[src/rtl/poly_note_player_pkg.sv]
// Shared types, constants and helper functions for the polyphonic note player.
package poly_note_player_pkg;

   localparam int unsigned DEF_NUM_VOICES = 4;
   localparam int unsigned VOICE_SHIFT    = $clog2(DEF_NUM_VOICES);
   localparam int unsigned STEP_WIDTH     = 20;

   // Phase step per sample for a note code: A1 (55 Hz) at note 1, equal
   // temperament, 48 kHz sample rate, 20-bit phase. Each octave doubles the step.
   function automatic logic [STEP_WIDTH-1:0] step_table(input logic [5:0] note);
      logic [11:0] base;
      logic [5:0]  idx;
      logic [2:0]  oct;
      idx = note - 6'd1;
      oct = 3'(idx / 6'd12);
      unique case (idx % 6'd12)
         6'd0:    base = 12'd1201;
         6'd1:    base = 12'd1273;
         6'd2:    base = 12'd1349;
         6'd3:    base = 12'd1429;
         6'd4:    base = 12'd1514;
         6'd5:    base = 12'd1604;
         6'd6:    base = 12'd1699;
         6'd7:    base = 12'd1800;
         6'd8:    base = 12'd1907;
         6'd9:    base = 12'd2021;
         6'd10:   base = 12'd2141;
         default: base = 12'd2268;
      endcase
      if (note == 6'd0)
         step_table = '0;
      else
         step_table = STEP_WIDTH'(base) << oct;
   endfunction

   // Triangle fold of a width-bit ramp: mirror the upper half, drop the MSB.
   function automatic logic [31:0] tri_fold(input logic [31:0] u, input int unsigned width);
      logic [31:0] mask;
      mask     = (32'd1 << (width - 1)) - 32'd1;
      tri_fold = (u[width-1] ? ~u : u) & mask;
   endfunction

endpackage

[src/rtl/poly_note_player_voice_slot.sv]
// One voice slot: busy flag, beat-driven duration counter, phase accumulator
// and registered triangle sample.
module np_voice_slot
   import poly_note_player_pkg::*;
#(
   parameter int unsigned NOTE_WIDTH   = 6,
   parameter int unsigned DUR_WIDTH    = 6,
   parameter int unsigned PHASE_WIDTH  = 20,
   parameter int unsigned SAMPLE_WIDTH = 16
) (
   input  logic                           clk,
   input  logic                           rst,
   input  logic                           load,
   input  logic [NOTE_WIDTH-1:0]          note_in,
   input  logic [DUR_WIDTH-1:0]           dur_in,
   input  logic                           beat_en,
   input  logic                           adv,
   output logic                           busy,
   output logic                           finishing,
   output logic signed [SAMPLE_WIDTH-1:0] voice
);

   logic [NOTE_WIDTH-1:0]   note;
   logic [DUR_WIDTH-1:0]    dur;
   logic [PHASE_WIDTH-1:0]  step;
   logic [PHASE_WIDTH-1:0]  phase;
   logic [PHASE_WIDTH-1:0]  next_phase;
   logic [SAMPLE_WIDTH-1:0] ramp;
   logic [31:0]             fold;
   logic [SAMPLE_WIDTH-1:0] wave;

   // Triangle sample derived from the advanced phase
   always_comb begin
      next_phase = phase + step;
      ramp       = next_phase[PHASE_WIDTH-1 -: SAMPLE_WIDTH];
      fold       = tri_fold(32'(ramp), SAMPLE_WIDTH);
      wave       = SAMPLE_WIDTH'(fold << 1) - {1'b1, {(SAMPLE_WIDTH-1){1'b0}}};
   end

   assign finishing = busy && beat_en && (dur == DUR_WIDTH'(1));

   // Slot state: load, beat countdown, phase advance and voice sample
   always_ff @(posedge clk or posedge rst) begin
      if (rst) begin
         busy  <= 1'b0;
         note  <= '0;
         dur   <= '0;
         step  <= '0;
         phase <= '0;
         voice <= '0;
      end else begin
         if (load) begin
            busy  <= 1'b1;
            note  <= note_in;
            dur   <= dur_in;
            step  <= PHASE_WIDTH'(step_table(6'(note_in)));
            phase <= '0;
         end else if (busy && beat_en) begin
            dur <= dur - DUR_WIDTH'(1);
            if (dur == DUR_WIDTH'(1))
               busy <= 1'b0;
         end
         if (adv) begin
            if (busy)
               phase <= next_phase;
            voice <= (busy && note != '0) ? wave : '0;
         end
      end
   end

endmodule

[src/rtl/poly_note_player.sv]
// Polyphonic note player: allocates notes to free voice slots and mixes the
// per-voice triangle samples into one signed sample stream.
module poly_note_player
   import poly_note_player_pkg::*;
#(
   parameter int unsigned NUM_VOICES   = DEF_NUM_VOICES,
   parameter int unsigned NOTE_WIDTH   = 6,
   parameter int unsigned DUR_WIDTH    = 6,
   parameter int unsigned PHASE_WIDTH  = 20,
   parameter int unsigned SAMPLE_WIDTH = 16
) (
   input  logic                    clk,
   input  logic                    reset,
   input  logic                    play_enable,
   input  logic [NOTE_WIDTH-1:0]   note_to_load,
   input  logic [DUR_WIDTH-1:0]    duration_to_load,
   input  logic                    load_new_note,
   output logic                    load_rejected,
   output logic                    voices_full,
   output logic [NUM_VOICES-1:0]   active_voices,
   output logic                    done_with_note,
   input  logic                    beat,
   input  logic                    generate_next_sample,
   output logic [SAMPLE_WIDTH-1:0] sample_out,
   output logic                    new_sample_ready
);

   localparam int unsigned SHIFT = $clog2(NUM_VOICES);
   localparam int unsigned SUMW  = SAMPLE_WIDTH + SHIFT;

   logic                           beat_en;
   logic                           adv;
   logic                           load_ok;
   logic                           mix_pending;
   logic [NUM_VOICES-1:0]          free_slots;
   logic [NUM_VOICES-1:0]          slot_load;
   logic [NUM_VOICES-1:0]          finishing;
   logic signed [SAMPLE_WIDTH-1:0] voice [NUM_VOICES];
   logic signed [SUMW-1:0]         sum;
   logic [SAMPLE_WIDTH-1:0]        mixed;

   assign beat_en     = beat && play_enable;
   assign adv         = generate_next_sample && play_enable;
   assign voices_full = &active_voices;

   // Lowest free slot wins a valid load; occupancy comes from registered flags
   always_comb begin
      free_slots = ~active_voices;
      load_ok    = load_new_note && (duration_to_load != '0) && !voices_full;
      // x & -x isolates the lowest set bit, i.e. the lowest-index free slot
      slot_load  = load_ok ? (free_slots & (~free_slots + NUM_VOICES'(1))) : '0;
   end

   for (genvar g = 0; g < NUM_VOICES; g++) begin : g_slot
      np_voice_slot #(
         .NOTE_WIDTH  (NOTE_WIDTH),
         .DUR_WIDTH   (DUR_WIDTH),
         .PHASE_WIDTH (PHASE_WIDTH),
         .SAMPLE_WIDTH(SAMPLE_WIDTH)
      ) u_slot (
         .clk      (clk),
         .rst      (reset),
         .load     (slot_load[g]),
         .note_in  (note_to_load),
         .dur_in   (duration_to_load),
         .beat_en  (beat_en),
         .adv      (adv),
         .busy     (active_voices[g]),
         .finishing(finishing[g]),
         .voice    (voice[g])
      );
   end

   // Signed mix of all voice samples, scaled back to sample width
   always_comb begin
      sum = '0;
      for (int unsigned i = 0; i < NUM_VOICES; i++)
         sum = sum + SUMW'(voice[i]);
      mixed = SAMPLE_WIDTH'(sum >>> SHIFT);
   end

   // Output stage: mix register, ready pulse, load/finish status pulses
   always_ff @(posedge clk or posedge reset) begin
      if (reset) begin
         mix_pending      <= 1'b0;
         new_sample_ready <= 1'b0;
         sample_out       <= '0;
         load_rejected    <= 1'b0;
         done_with_note   <= 1'b0;
      end else begin
         mix_pending      <= adv;
         new_sample_ready <= mix_pending;
         if (mix_pending)
            sample_out <= mixed;
         load_rejected  <= load_new_note && !load_ok;
         done_with_note <= |finishing;
      end
   end

endmodule

[config.mk]
export PLATFORM = sky130hd
export DESIGN_NAME = poly_note_player
export DESIGN_NICKNAME = d
export VERILOG_FILES = /design/src/rtl/poly_note_player_pkg.sv /design/src/rtl/poly_note_player_voice_slot.sv /design/src/rtl/poly_note_player.sv
export SDC_FILE = /design/constraint.sdc
export NUM_CORES = 1
export LEC_CHECK = 0
export CAP_MARGIN = 20
export CORE_MARGIN = 4
export CORE_UTILIZATION = 50
export DETAILED_ROUTE_END_ITERATION = 8
export GPL_TIMING_DRIVEN = 0
export PLACE_DENSITY = 0.66
export SETUP_SLACK_MARGIN = 0.15
export SYNTH_ARGS = -nofsm -noshare
export SYNTH_HDL_FRONTEND = slang
export SYNTH_HIERARCHICAL = 1
export SYNTH_SLANG_ARGS = --single-unit
[constraint.sdc]
create_clock -name clk -period 4.7 [get_ports clk]
set_input_delay 0.94 -clock clk [delete_from_list [all_inputs] [get_ports clk]]
set_output_delay 0.94 -clock clk [all_outputs]
set_load 0.02 [all_outputs]
Yosys cells after proc, flatten, opt, wreduce, memory -nomap -nowiden
Memories as Yosys holds them, arrays and structs flattened.
Index checks and enable logic that the tools add are counted.
- $add $sub $neg: 17
- divide/modulo/power cells: 2
- equality and inequality tests: 4
- shift operators: 4
- mux-type cells: 53
- bitwise gates (word level): 7
- reduce and logical (&&, ||, !) cells: 40
- operator list (kind ; count):
    two-way mux 20 bit ; 16
    two-way mux 12 bit ; 8
    adder 20 bit ; 4
    << shifter 12 x 3 -> 20 bit ; 4
    two-way mux 16 bit ; 4
    subtractor 16 bit, second input constant ; 4
    two-way mux 15 bit ; 4
    NOT 15 bit ; 4
    two-way mux 6 bit ; 8
    nonzero test 6 bit ; 5
    subtractor 6 x 1 -> 6 bit, second input constant ; 5
    equality test 6 x 1 -> 1 bit, second input constant ; 4
    adder 17 x 16 -> 18 bit ; 1
    adder 18 x 16 -> 18 bit ; 1
    adder 16 x 16 -> 17 bit ; 1
    logical AND 1 bit ; 17
    nonzero test 2 bit ; 8
    two-way mux 1 bit ; 12
    NOT 4 bit ; 2
    AND reduction 2 bit ; 4
    divider 6 x 4 -> 6 bit, second input constant ; 1
    logical NOT 6 bit ; 1
    remainder unit 6 x 4 -> 6 bit, second input constant ; 1
    adder 4 x 1 -> 4 bit, second input constant ; 1
    other kinds (6) ; 7
- register bits: 296
- memory bits (read-only): 768
- input bits: 18
- output and inout bits: 24
- logic and storage cells: 160
- memories: 4
- memory list (name ; depth ; width ; read ports ; clocked after memory_dff ; write ports ; RTL line ; source):
    (no name shown) ; 16 ; 12 ; 1 ; 0 ; 0 ; poly_note_player_pkg.sv:16 ; unique case (idx % 6'd12)
    (no name shown) ; 16 ; 12 ; 1 ; 0 ; 0 ; poly_note_player_pkg.sv:16 ;
    (no name shown) ; 16 ; 12 ; 1 ; 0 ; 0 ; poly_note_player_pkg.sv:16 ;
    (no name shown) ; 16 ; 12 ; 1 ; 0 ; 0 ; poly_note_player_pkg.sv:16 ;

Longest topological paths before layout
Gate-level depths: netlist of the first run.
- depth in word-level cells: 8
- gate-level depth with buffers: 21
- gate-level depth less buffers: 17

Cells and area by module
The synthesis of the first run kept the hierarchy.
- by module, submodules not included (module ; instances ; cells each ; area an instance (um^2)):
    np_voice_slot at g_slot[0].u_slot ... ; 3 ; 550 ; 4906.0
    np_voice_slot at g_slot[2].u_slot ; 1 ; 534 ; 4775.8
    poly_note_player ; 1 ; 310 ; 2601.2

Worst setup path before layout of the first run
No wires, ideal clock.
- path kind: input port to flip-flop
- start point: input port note_to_load[0]
- end point: register g_slot[0].u_slot.step[10]
- setup time: 126 ps
- data arrival time: 4964 ps
- setup slack: -390 ps
- stages: 18
- buffers on the path: 3
- path through: clkbuf_1 -> inv_1 -> ha_1 -> or3b_4 -> or4b_4 -> and2_4 -> buf_6 -> inv_2 -> ha_1 -> nand2_1 -> o221ai_1 -> o2111a_1 -> clkbuf_1 -> and3_1 -> o21ai_0 -> a31o_1 -> o211a_1 -> a221o_1
- longest elaborated chain between the ends: 7
- elaborated cells on any way between the ends: 10
- RTL lines (item ; RTL line ; source):
    start, declared ; poly_note_player.sv:15 ; input logic [NOTE_WIDTH-1:0] note_to_load,
    subtractor 6 x 1 -> 6 bit ; poly_note_player_pkg.sv:14 ; idx = note - 6'd1;
    remainder unit 6 x 4 -> 6 bit ; poly_note_player_pkg.sv:16 ;
    memory (16 x 12 bit) or logical NOT 2 bit (tied branches) ; n/a ;
    two-way mux 12 bit ; poly_note_player_pkg.sv:16 ;
    two-way mux 12 bit ; poly_note_player_voice_slot.sv:52 ; if (load) begin
    << shifter 12 x 3 -> 20 bit ; poly_note_player_pkg.sv:33 ; step_table = STEP_WIDTH'(base) << oct;
    two-way mux 20 bit (*) ; poly_note_player_pkg.sv:30 ; if (note == 6'd0)
    end signal, assigned ; poly_note_player_voice_slot.sv:56 ; step <= PHASE_WIDTH'(step_table(6'(note_in)));
    end, declared ; poly_note_player_voice_slot.sv:25 ; logic [PHASE_WIDTH-1:0] step;
Mark *: on every way between the ends. The rest lies on a longest branch, timed or not. The select of a mux whose other input is x is not followed.
A chain may end at the register's enable or synchronous reset.

Worst setup path after layout of the first run
- start point: input port note_to_load[1]
- end point: register g_slot[0].u_slot.step[12]
The elaborated chain is that of the path after synthesis.

==> results of run 1 <==
-- layer usage --
| layer | wire length [µm] | track usage | up-vias |
|---|---|---|---|
| li1 | - | - | 9447 |
| met1 | 29680 | 0.3863 | 9971 |
| met2 | 30670 | 0.4339 | 632 |
| met3 | 3986 | 0.03685 | 102 |
| met4 | 1566 | 0.06720 | 0 |
| met5 | 0 | 0 | - |
-- sequential cells by signal, summed over array words and instances (netlist names) --
register,flops
g_slot.u_slot/phase,80
g_slot.u_slot/voice,60
new_sample_ready,1
sample_out,16
g_slot.u_slot/dur,24
done_with_note,1
mix_pending,1
g_slot.u_slot/busy,4
load_rejected,1
g_slot.u_slot/step,76
g_slot.u_slot/note,24
-- logic make-up after synthesis --
| group | after synthesis | synth area share |
|---|---|---|
| muxes | 63 | 0.03330 |
| AOI/OAI and AO/OA | 702 | 0.2359 |
| other | 4 | 0.0006793 |
| adders and majority gates | 164 | 0.1054 |
| buffers and inverters | 361 | 0.06722 |
| xor gates and xnor gates | 179 | 0.07197 |
| and+or+nand+nor | 733 | 0.1594 |
| DFF | 288 | 0.3262 |
-- worst max-delay path, cell delays in order --
cell,delay [ps]
sky130_fd_sc_hd__buf_16,120
sky130_fd_sc_hd__buf_16,160
sky130_fd_sc_hd__inv_6,70
sky130_fd_sc_hd__ha_4,130
sky130_fd_sc_hd__or3b_4,410
sky130_fd_sc_hd__or4b_4,530
sky130_fd_sc_hd__and2_4,180
sky130_fd_sc_hd__buf_8,120
sky130_fd_sc_hd__inv_6,50
sky130_fd_sc_hd__ha_4,190
sky130_fd_sc_hd__xor2_2,150
sky130_fd_sc_hd__nand2_2,80
sky130_fd_sc_hd__buf_4,140
sky130_fd_sc_hd__o221ai_4,80
sky130_fd_sc_hd__o211ai_1,220
sky130_fd_sc_hd__o21a_1,220
sky130_fd_sc_hd__buf_6,150
sky130_fd_sc_hd__o211a_1,230
sky130_fd_sc_hd__a31oi_4,210
sky130_fd_sc_hd__o21bai_4,90
sky130_fd_sc_hd__mux4_2,470
sky130_fd_sc_hd__o2bb2ai_2,120
-- where the power goes --
group | internal, mW | switching [mW] | total [mW]
Sequential | 3.57 | 0.771 | 4.35
Clock | 1.73 | 1.06 | 2.80
Combinational | 5.02 | 6.70 | 11.7
Total | 10.3 | 8.53 | 18.9
-- final cells by class --
type                       count  area (µm²)  area share
buffer                       123       762.0     0.02774
inverter                     238       985.9     0.03589
timing repair buffer         180        1670     0.06081
clock buffer                  52        1070     0.03895
clock inverter                 9       128.9    0.004692
tap                          585       732.0     0.02665
multi-input combinational   1845       14910      0.5429
sequential                   288        7207      0.2624
-- worst max path at each step --
stage | to | slack, ps
6_report | g_slot[0].u_slot/step[12]$_DFFE_PP0P_ | 50
5_1_grt | g_slot[1].u_slot/step[7]$_DFFE_PP0P_ | -50
4_1_cts | g_slot[1].u_slot/step[7]$_DFFE_PP0P_ | 140
3_5_place_dp | g_slot[1].u_slot/step[7]$_DFFE_PP0P_ | -1870
3_3_place_gp | g_slot[1].u_slot/step[7]$_DFFE_PP0P_ | -2500
2_1_floorplan | g_slot[1].u_slot/step[12]$_DFFE_PP0P_ | 20
-- metrics by stage --
step,setup slack [ps],total power [mW],TNS [ps],utilization,cells
floorplan,24.88,12.48,0,-,2494
global placement,-2499,14.84,-168210,0.5446,3119
detailed placement,-1871,15.14,-107750,0.5451,3120
CTS,140.4,18.35,0,0.6025,3262
global route,-51.12,20.40,-222.1,0.6335,3320
finish,46.97,18.86,0,0.6335,3320
-- synthesized netlist by cell type (all sizes together) (10+ instances only) --
cell type	n
o221ai	25
a21o	28
o21a	22
o211ai	38
o2bb2ai	25
a211oi	13
a32o	10
nand2b	19
nand3	127
mux2i	18
nand2	258
a221o	13
nor3	58
mux2	41
nor2	141
o21ai	159
a31oi	19
xnor2	109
and3	10
nor4	22
a22o	10
inv	237
a21oi	101
o311ai	10
xor2	70
or2	17
fa	37
buf	39
ha	127
o22ai	69
dfrtp	288
o211a	11
a2111oi	13
clkbuf	84
o31ai	20
and2	22
-- timing repair --
item | CTS | global route
pin swaps | 52 | 75
gates resized for setup | 141 | 190
gates cloned | 4 | 2
setup endpoints to repair | 76 | 61
hold buffers | 0 | 0
setup buffers | 77 | 56
-- cells in the final DEF (no fill, tap or decap), drive strengths merged, types with 13 or more instances in the layout --
| cell | netlist | layout |
|---|---|---|
| o2bb2ai | 25 | 25 |
| ha | 127 | 127 |
| nand2 | 258 | 258 |
| fa | 37 | 37 |
| o22ai | 69 | 69 |
| o21ai | 159 | 159 |
| nor4 | 22 | 22 |
| a21oi | 101 | 101 |
| a21o | 28 | 28 |
| nor3 | 58 | 58 |
| buf | 39 | 185 |
| clkbuf | 84 | 131 |
| nand3 | 127 | 127 |
| o21a | 22 | 22 |
| mux2 | 41 | 41 |
| o211ai | 38 | 38 |
| a31oi | 19 | 19 |
| o221ai | 25 | 25 |
| inv | 237 | 235 |
| a221o | 13 | 13 |
| clkdlybuf4s50 | 0 | 35 |
| nor2 | 141 | 141 |
| xor2 | 70 | 70 |
| mux2i | 18 | 18 |
| or2 | 17 | 17 |
| nand2b | 19 | 19 |
| o31ai | 20 | 20 |
| dfrtp | 288 | 288 |
| a211oi | 13 | 13 |
| and2 | 22 | 22 |
| a2111oi | 13 | 13 |
| xnor2 | 109 | 109 |
==> impl_summary.txt, run 1 <==
----------------------------------------------------
[Synthesis]
  Number of flops mapped to enable cells by yosys ... 0
  Post-Synthesis Mean Instance Area ... 8.859 µm²
  Ys flop type ... sky130_fd_sc_hd__dfrtp_1
  Biggest area consumer among synthesized cells ... sky130_fd_sc_hd__dfrtp_1
  Mapped Area ... 22090 µm²
  Gate count of the mapped netlist ... 2494
  Main area contributors after synthesis ... sky130_fd_sc_hd__dfrtp_1 (33%), sky130_fd_sc_hd__ha_1 (7.2%), sky130_fd_sc_hd__nand2_1 (4.4%)
  Number of flip-flops and latches in the synthesized netlist ... 288
  Total nets after synthesis ... 2676
  Sequential fraction of the synthesis area ... 0.3262
  Proportion of register bits with asynchronous set or reset after synthesis ... 1.000
  Distinct cells, synth ... 102
  Area share of the largest cell type after synthesis ... 0.3262
  Synthesis Warnings ... 6

[CTS]
  Clock-pin slew on the worst setup and hold paths ... approximately 60 ps
  Clock buffer depth ... 3
  Clock tree from TritonCTS ... done
  Clock H-tree levels ... 2
  Clk Latency, worst-skew pair ... between 500 and 600 ps
  TritonCTS buffer count ... 34
  Clock root cell ... sky130_fd_sc_hd__clkbuf_16
  Number of sinks on the clock net ... 288

[Place]
  Final RePlAce weighted congestion ... 0.9146
  Detail Placement HPWL ... 45890 µm
  Area of placed instances ... 23640 µm²
  IO buf count ... 40

[Timing]
  Hold WS ... approximately 500 ps
  Period utilisation layout ... 0.9900
  Max-slew violations ... 0
  Maximum clock rate ... 0.2149 GHz
  Actual slew at the worst max-slew pin ... between 1000 and 1500 ps
  Number of failing setup endpoints in the final timing report ... 0
  Worst clock skew ... 17.39 ps
  Rel. slew slack ... 0.2495
  Time the worst path needs with I/O delays and setup ... between 4000 and 5000 ps
  RSZ-0062 raised after global routing ... yes
  Final Hold Fails ... 0

[Detailed routing]
  Total detailed-routing wirelength ... about 66000 µm
  Starting DRT DRC Count ... 1392
  Post-detailed-route DRC marker count ... 0
  Antenna-violating nets left ... 0
  Via Count ... 20152
  Wirelength per Cell ... ~20 µm
  Per-cell via count in the routed design ... 6.070
  First-pass iteration count of the detailed router ... 5

[Job]
  Number of max-cap violations ... 0

[Worst hold path]
  Worst hold path type ... register to register
  Destination of the worst hold path ... g_slot[0].u_slot/note[2]$_DFFE_PP0P_
  Hold Path Stages ... 1
  Worst hold start ... g_slot[0].u_slot/note[2]$_DFFE_PP0P_

[Setup path]
  Crit path capture type ... register
  Data arrival time of the worst path ... 5100 ps
  Maximum fanout along the worst path ... 10
  Critical path startpoint category ... input port
  Startpoint of the most critical register-to-register path ... g_slot[1].u_slot/phase[1]$_DFF_PP0_
  Endpoint of the worst register-to-register path ... g_slot[1].u_slot/voice[3]$_DFFE_PP0P_
  Worst reg-to-reg setup slack ... 500 ps
  Depth of the most critical reg-to-reg path ... 13
  Launch point of the critical path ... note_to_load[1]
  Req. time, crit path ... 5140 ps
  Critical path start-end classification ... input port to register

[Final layout]
  Fillers ... 3609
  Final design instance area without fill ... 27470 µm²
  N_diodes ... 0
  Synth-to-layout area growth ... 24.32%
  Number of nets in the final layout ... 2892
  Share of cells above drive strength 1 ... 0.2099

[Status]
  Status ... completed

[GRT]
  Total gr overflow ... 0
  Maximum number of pins on one net before global-route repair ... 68
  Wire length of the first global-routing pass ... 105300 µm
  Via count of the first global-routing pass ... 19785
  Antenna violations before repair ... 0
  Overall track demand over capacity in global routing ... 0.2695

[Power and ir drop]
  Cell area power density ... 686.8 nW/µm²
  LEAKAGE ... approximately 12 nW
  Maximum ir drop on the vdd rail ... 0.4680 mV

[Floorplanning]
  Core footprint ... 43360 µm²
  Initial standard-cell utilization of the core ... 0.5096
  I/O pin count ... 42
  Die ar. ... 47620 µm²
  Vertical extent of the die ... 218.2 µm
  Row cnt ... 76
  Die extent in x ... 218.2 µm

----------------------------------------------------
Power figures use the tool's default switching activity.
==> inputs of run 2 (changes only) <==
- clock period: 4.7 -> 5.57 ns (I/O delays scaled with it)
==> impl_summary.txt, run 2 (synthesis gave the netlist of run 1 again) <==
----------------------------------------------------
[Detailed routing]
  Starting DRT DRC Count ... 1522 (+9.3%)
  First-pass iteration count of the detailed router ... 6 (+1)
  Post-detailed-route DRC marker count ... 0 (unchanged)
  Via Count ... 19488 (-3.3%)
  Per-cell via count in the routed design ... 6.088 (+0.30%)
  Antenna-violating nets left ... 0 (unchanged)
  Total detailed-routing wirelength ... 60800 µm (-7.7%)
  Wirelength per Cell ... 18.99 µm (-4.3%)

[Final layout]
  Flip-flop count of the largest register after layout ... 80 (unchanged)
  Top flop regs ... g_slot.u_slot/phase x80, g_slot.u_slot/step x76, g_slot.u_slot/voice x60
  Share of cells above drive strength 1 ... 0.1193 (-0.09056)
  Register containing the most flip-flops in the final layout ... g_slot.u_slot/phase
  Most common cell after layout, fill and taps aside ... sky130_fd_sc_hd__dfrtp_1
  Top library cells by usage in the layout, fill and taps aside ... sky130_fd_sc_hd__dfrtp_1 (288), sky130_fd_sc_hd__nand2_1 (257), sky130_fd_sc_hd__inv_1 (224)
  Synth-to-layout area growth ... 13.35%
  Number of nets in the final layout ... 2772 (-4.1%)
  Final design instance area without fill ... 25050 µm² (-8.8%)

[Setup path]
  Depth of the most critical reg-to-reg path ... 13 (unchanged)
  Maximum fanout along the worst path ... 29 (+19)
  Startpoint of the most critical register-to-register path ... g_slot[3].u_slot/phase[1]$_DFF_PP0_
  Req. time, crit path ... 6020 ps (+880 ps)
  Crit path capture type ... register
  Critical path startpoint category ... input port
  Worst reg-to-reg setup slack ... 1270 ps (+770 ps)
  Endpoint of the worst register-to-register path ... g_slot[3].u_slot/voice[7]$_DFFE_PP0P_
  Critical path start-end classification ... input port to register
  Data arrival time of the worst path ... 5740 ps (+640 ps)

[Place]
  Detail Placement HPWL ... 44990 µm (-2.0%)
  Final RePlAce weighted congestion ... 0.8997 (-1.6%)
  IO buf count ... 40 (unchanged)
  Area of placed instances ... 23250 µm² (-1.6%)
  Placement-stage worst setup slack ... -1434 ps (+436.7 ps)

[Timing]
  Worst clock skew ... 21.99 ps (+4.600 ps)
  Time the worst path needs with I/O delays and setup ... 5291 ps
  Final Hold Fails ... 0 (unchanged)
  Period utilisation layout ... 0.9498
  Rel. slew slack ... 0.2432 (-0.006373)
  Hold WS ... 492.7 ps (-6.870 ps)
  Actual slew at the worst max-slew pin ... 1126 ps (+9.479 ps)
  RSZ-0062 raised after global routing ... yes
  Number of failing setup endpoints in the final timing report ... 0 (unchanged)
  Crit path setup slack, layout ... 279.4 ps (+232.4 ps)
  Max-slew violations ... 0 (unchanged)
  Maximum clock rate ... ~0.19 GHz
  Summed negative setup slack over all endpoints ... 0 ps (unchanged)

[Power and ir drop]
  Final Total Pwr ... 15.37 mW (-19%)
  Cell area power density ... 613.5 nW/µm² (-11%)
  LEAKAGE ... 10.82 nW (-8.5%)
  Maximum ir drop on the vdd rail ... 0.4030 mV (-14%)

[GRT]
  Maximum number of pins on one net before global-route repair ... 68 (unchanged)
  Wire length of the first global-routing pass ... 99190 µm (-5.8%)
  Antenna violations before repair ... 2 (+2)
  Total gr overflow ... 0 (unchanged)
  Overall track demand over capacity in global routing ... 0.2507 (-0.01885)
  Via count of the first global-routing pass ... 19143 (-3.2%)

[Worst hold path]
  Hold Path Stages ... 0 (-1)
  Destination of the worst hold path ... new_sample_ready$_DFF_PP0_
  Worst hold path type ... register to register
  Worst hold start ... mix_pending$_DFF_PP0_

[CTS]
  Clock-pin slew on the worst setup and hold paths ... 60 ps (about the same)
  Number of sinks on the clock net ... 288 (unchanged)
  Clock root cell ... sky130_fd_sc_hd__clkbuf_16
  Clk Latency, worst-skew pair ... 520 ps (about the same)
  Clock H-tree levels ... 2 (unchanged)
  Number of buffers added to fix hold violations after cts ... 0 (unchanged)
  Clock tree from TritonCTS ... done
  Clock buffer depth ... 3 (unchanged)
  TritonCTS buffer count ... 35 (+2.9%)

[Floorplanning]
  Initial standard-cell utilization of the core ... 0.5096 (unchanged)
  Vertical extent of the die ... 218.2 µm (unchanged)
  I/O pin count ... 42 (unchanged)
  Row cnt ... 76 (unchanged)
  Die ar. ... 47620 µm² (unchanged)
  Die extent in x ... 218.2 µm (unchanged)
  Core footprint ... 43360 µm² (unchanged)

[Status]
  Status ... completed

[Job]
  Number of max-cap violations ... 0 (unchanged)

----------------------------------------------------
run 2: changes by cell type in the layout (fill, tap and decap cells not counted), moves of 8 or more:
| cell | previous run | this run |
|---|---|---|
| sky130_fd_sc_hd__buf_4 | 129 | 26 |
| sky130_fd_sc_hd__o21ai_0 | 131 | 150 |
| sky130_fd_sc_hd__buf_6 | 24 | 12 |
| sky130_fd_sc_hd__o21ai_1 | 15 | 3 |
| sky130_fd_sc_hd__a21oi_4 | 14 | 4 |
| sky130_fd_sc_hd__clkbuf_1 | 73 | 83 |
| sky130_fd_sc_hd__nand2_1 | 247 | 257 |
| sky130_fd_sc_hd__nand2_2 | 10 | 1 |
| sky130_fd_sc_hd__nor2_1 | 116 | 125 |
| sky130_fd_sc_hd__xnor2_1 | 95 | 104 |
| sky130_fd_sc_hd__a21oi_1 | 78 | 86 |
run 2: worst max path at each step:
stage / start / to / slack (ps) / depth (start not counted)
floorplan: note_to_load[0] / g_slot[0].u_slot/step[10]$_DFFE_PP0P_ / 310 / 18
global placement: note_to_load[1] / g_slot[2].u_slot/step[7]$_DFFE_PP0P_ / -2170 / 18
detailed placement: note_to_load[3] / g_slot[2].u_slot/step[7]$_DFFE_PP0P_ / -1430 / 17
CTS: note_to_load[3] / g_slot[2].u_slot/step[12]$_DFFE_PP0P_ / 150 / 18
global route: note_to_load[4] / g_slot[1].u_slot/step[7]$_DFFE_PP0P_ / 90 / 18
finish: note_to_load[1] / g_slot[0].u_slot/step[12]$_DFFE_PP0P_ / 280 / 21
run 2: power breakdown:
group          internal [mW]  total (mW)  switching (mW)
Sequential              3.02        3.67           0.650
Combinational           3.90        9.30            5.41
Clock                   1.49        2.40           0.903
run 2: worst max-delay path: stages:
cell	delay, ps
sky130_fd_sc_hd__buf_2	210
sky130_fd_sc_hd__buf_12	210
sky130_fd_sc_hd__inv_1	150
sky130_fd_sc_hd__ha_4	200
sky130_fd_sc_hd__or3b_4	420
sky130_fd_sc_hd__or4b_4	520
sky130_fd_sc_hd__and2_4	160
sky130_fd_sc_hd__buf_6	130
sky130_fd_sc_hd__inv_2	90
sky130_fd_sc_hd__ha_4	210
sky130_fd_sc_hd__a2111oi_4	60
sky130_fd_sc_hd__buf_4	200
sky130_fd_sc_hd__a21oi_2	270
sky130_fd_sc_hd__o211ai_1	170
sky130_fd_sc_hd__o21a_1	200
sky130_fd_sc_hd__clkbuf_4	200
sky130_fd_sc_hd__o211a_1	210
sky130_fd_sc_hd__a31oi_1	230
sky130_fd_sc_hd__o21bai_1	140
sky130_fd_sc_hd__mux4_2	500
sky130_fd_sc_hd__o2bb2ai_2	130
run 2: what timing repair did:
action / in CTS / in global routing
resized for setup: 67 / 56
endpoints found under the setup margin: 76 / 60
setup buffers: 10 / 7
pin swaps: 10 / 10
gates cloned: 0 / 0
run 2: final cells by class:
class	count	area, µm²
plain buffers	123	624.3
fillers	3904	18320
clock inverters	10	158.9
repair buffers	59	546.8
diodes	1	2.502
clock buffers	52	1052
flip-flops and latches	288	7207
well taps	585	732.0
inverters	238	910.9
multi-input cells	1845	13810
run 2: routing by layer:
| metal | track usage | routed length [µm] | part of all wire | vias to the layer above |
|---|---|---|---|---|
| li1 | - | - | - | 9190 |
| met1 | 0.3697 | 28850 | 0.47 | 9584 |
| met2 | 0.3930 | 27100 | 0.45 | 629 |
| met3 | 0.04004 | 3742 | 0.062 | 83 |
| met4 | 0.05056 | 1088 | 0.018 | 2 |
| met5 | 0 | 12 | 0.00020 | - |
run 2: through the flow:
stage,util,instances
6_report,0.5776,3201
5_1_grt,0.5775,3200
4_1_cts,0.5711,3192
3_5_place_dp,0.5361,3120
3_3_place_gp,0.5357,3119
2_1_floorplan,-,2494
==> inputs of run 3 (changes only) <==
- clock period: 5.57 -> 6.7 ns (I/O delays scaled with it)
==> impl_summary.txt, run 3 (synthesis gave the netlist of run 1 again) <==
----------------------------------------------------
[Worst hold path]
  Worst hold path type ... register to register

[Setup path]
  Worst reg-to-reg setup slack ... 2370 ps (+1100 ps)
  Critical path startpoint category ... input port
  Launch point of the critical path ... note_to_load[0]
  Crit path capture type ... register
  CP endpoint ... g_slot[0].u_slot/step[14]$_DFFE_PP0P_
  Maximum fanout along the worst path ... 30 (+3.4%)
  Endpoint of the worst register-to-register path ... g_slot[3].u_slot/voice[7]$_DFFE_PP0P_
  Startpoint of the most critical register-to-register path ... g_slot[3].u_slot/phase[1]$_DFF_PP0_
  Depth of the most critical reg-to-reg path ... 13 (unchanged)
  Data arrival time of the worst path ... 6720 ps (+980 ps)
  Req. time, crit path ... 7100 ps (+1080 ps)
  Critical path start-end classification ... input port to register

[Timing]
  Period utilisation layout ... 0.9429
  Final Hold Fails ... 0 (unchanged)
  Hold WS ... 492.6 ps (-0.08000 ps)
  Maximum clock rate ... 0.1583 GHz
  Summed negative setup slack over all endpoints ... 0 ps (unchanged)
  Rel. slew slack ... 0.2148 (-0.02839)
  Number of failing setup endpoints in the final timing report ... 0 (unchanged)
  Actual slew at the worst max-slew pin ... 1176 ps (+50.28 ps)
  RSZ-0062 raised after global routing ... yes
  Max-slew violations ... 0 (unchanged)
  Worst clock skew ... 23.29 ps (+1.294 ps)
  Time the worst path needs with I/O delays and setup ... 6317 ps

[Floorplanning]
  Core footprint ... 43360 µm² (unchanged)
  I/O pin count ... 42 (unchanged)
  Vertical extent of the die ... 218.2 µm (unchanged)
  Row cnt ... 76 (unchanged)
  Initial standard-cell utilization of the core ... 0.5096 (unchanged)
  Die ar. ... 47620 µm² (unchanged)
  Die extent in x ... 218.2 µm (unchanged)

[GRT]
  Overall track demand over capacity in global routing ... 0.2484 (-0.002237)
  Maximum number of pins on one net before global-route repair ... 68 (unchanged)
  Antenna violations before repair ... 2 (unchanged)
  Total gr overflow ... 0 (unchanged)
  Via count of the first global-routing pass ... 18956 (-0.98%)
  Wire length of the first global-routing pass ... 98300 µm (-0.90%)

[Job]
  Number of max-cap violations ... 0 (unchanged)

[Final layout]
  Register containing the most flip-flops in the final layout ... g_slot.u_slot/phase
  Final Non-Filler Cells ... 3184 (-0.53%)
  Flip-flop count of the largest register after layout ... 80 (unchanged)
  Top flop regs ... g_slot.u_slot/phase x80, g_slot.u_slot/step x76, g_slot.u_slot/voice x60
  Share of cells above drive strength 1 ... 0.08776 (-0.03155)
  Most common cell after layout, fill and taps aside ... sky130_fd_sc_hd__dfrtp_1
  Synth-to-layout area growth ... 10.99%
  Top library cells by usage in the layout, fill and taps aside ... sky130_fd_sc_hd__dfrtp_1 (288), sky130_fd_sc_hd__nand2_1 (257), sky130_fd_sc_hd__inv_1 (227)
  Number of nets in the final layout ... 2755 (-0.61%)

[Detailed routing]
  Total detailed-routing wirelength ... 60080 µm (-1.2%)
  Starting DRT DRC Count ... 1803 (+18%)
  Via Count ... 19340 (-0.76%)
  Post-detailed-route DRC marker count ... 0 (unchanged)
  Antenna-violating nets left ... 0 (unchanged)
  Wirelength per Cell ... 18.87 µm (-0.65%)
  Per-cell via count in the routed design ... 6.074 (-0.23%)
  First-pass iteration count of the detailed router ... 5 (-1)

[CTS]
  Number of buffers added to fix hold violations after cts ... 0 (unchanged)
  TritonCTS buffer count ... 35 (unchanged)
  Number of sinks on the clock net ... 288 (unchanged)
  Clock-pin slew on the worst setup and hold paths ... 60 ps (about the same)
  Clk Latency, worst-skew pair ... 520 ps (about the same)
  Total setup buffers inserted after CTS ... 0 (-10)
  Clock buffer depth ... 3 (unchanged)
  Clock tree from TritonCTS ... done
  Clock H-tree levels ... 2 (unchanged)
  Clock root cell ... sky130_fd_sc_hd__clkbuf_16

[Place]
  Detail Placement HPWL ... 44990 µm (unchanged)
  Total instance count after detailed placement ... 3120 (unchanged)
  Final RePlAce weighted congestion ... 0.8997 (unchanged)
  IO buf count ... 40 (unchanged)

[Power and ir drop]
  Maximum ir drop on the vdd rail ... 0.3353 mV (-17%)
  LEAKAGE ... 10.67 nW (-1.4%)
  Final Total Pwr ... 12.69 mW (-17%)
  Cell area power density ... 517.4 nW/µm² (-16%)

[Status]
  Status ... completed

----------------------------------------------------
-- run 3: cell count changes in the layout (fill, tap and decap cells not counted), sizes merged --
cell           delta
buf              -19
clkdlybuf4s15     -1
clkdlybuf4s50     +1
clkinvlp          -2
dlygate4sd2       +1
dlymetal6s2s      +1
inv               +2
-- run 3: area by class of cell --
type,count,area [µm²]
Tap cell,585,732.0
Timing Repair Buffer,42,421.7
Fill cell,3957,18840
Inverter,238,903.4
Antenna cell,1,2.502
Clock buffer,52,1052
Buffer,123,595.6
Multi-Input combinational cell,1845,13450
Clock inverter,10,158.9
Sequential cell,288,7207
-- run 3: stage by stage --
step           utilization  cell area, µm²  setup slack [ps]
6_report            0.5656           24520             382.8
5_1_grt             0.5655           24520             123.1
4_1_cts             0.5640           24460             239.0
3_5_place_dp        0.5361           23250            -530.2
3_3_place_gp        0.5357           23230             -1270
2_1_floorplan            -           22090              1210
-- run 3: routing by layer --
| layer | global-route usage | share of wire | wire [µm] | vias up |
|---|---|---|---|---|
| met1 | 0.3688 | 0.48 | 28560 | 9513 |
| li1 | - | - | - | 9136 |
| met3 | 0.04032 | 0.062 | 3754 | 79 |
| met4 | 0.04993 | 0.018 | 1083 | 2 |
| met5 | 0 | 0.00020 | 12 | - |
| met2 | 0.3862 | 0.44 | 26670 | 610 |
-- run 3: power breakdown --
part | internal (mW) | switching (mW)
clock network | 1.24 | 0.751
registers | 2.51 | 0.542
logic | 3.19 | 4.46
total | 6.94 | 5.75
-- run 3: worst min path at each step --
| stage | startpoint | to | slack (ps) | depth (start not counted) |
|---|---|---|---|---|
| 6_report | mix_pending$_DFF_PP0_ | new_sample_ready$_DFF_PP0_ | 490 | 0 |
| 5_1_grt | mix_pending$_DFF_PP0_ | new_sample_ready$_DFF_PP0_ | 510 | 0 |
| 4_1_cts | mix_pending$_DFF_PP0_ | new_sample_ready$_DFF_PP0_ | 490 | 0 |
| 3_5_place_dp | mix_pending$_DFF_PP0_ | new_sample_ready$_DFF_PP0_ | 470 | 0 |
| 3_3_place_gp | mix_pending$_DFF_PP0_ | new_sample_ready$_DFF_PP0_ | 460 | 0 |
| 2_1_floorplan | mix_pending$_DFF_PP0_ | new_sample_ready$_DFF_PP0_ | 420 | 0 |
-- run 3: worst max-delay path, stage by stage --
cell                        delay [ps]
sky130_fd_sc_hd__clkbuf_4          330
sky130_fd_sc_hd__clkbuf_1          340
sky130_fd_sc_hd__inv_1             230
sky130_fd_sc_hd__ha_1              350
sky130_fd_sc_hd__or3b_4            450
sky130_fd_sc_hd__or4b_4            520
sky130_fd_sc_hd__and2_4            160
sky130_fd_sc_hd__buf_6             130
sky130_fd_sc_hd__inv_2              70
sky130_fd_sc_hd__ha_1              360
sky130_fd_sc_hd__a2111oi_4         120
sky130_fd_sc_hd__a21oi_1           450
sky130_fd_sc_hd__o2111a_1          240
sky130_fd_sc_hd__clkbuf_1          460
sky130_fd_sc_hd__o211ai_1          190
sky130_fd_sc_hd__o32ai_1           180
sky130_fd_sc_hd__o21bai_1          200
sky130_fd_sc_hd__o21ai_0           190
sky130_fd_sc_hd__a221o_1           370
-- run 3: what timing repair did --
| item | CTS | global route |
|---|---|---|
| pin swaps | 0 | 0 |
| cloned | 0 | 0 |
| gates resized for setup | 1 | 16 |
| endpoints found under the setup margin | 9 | 47 |
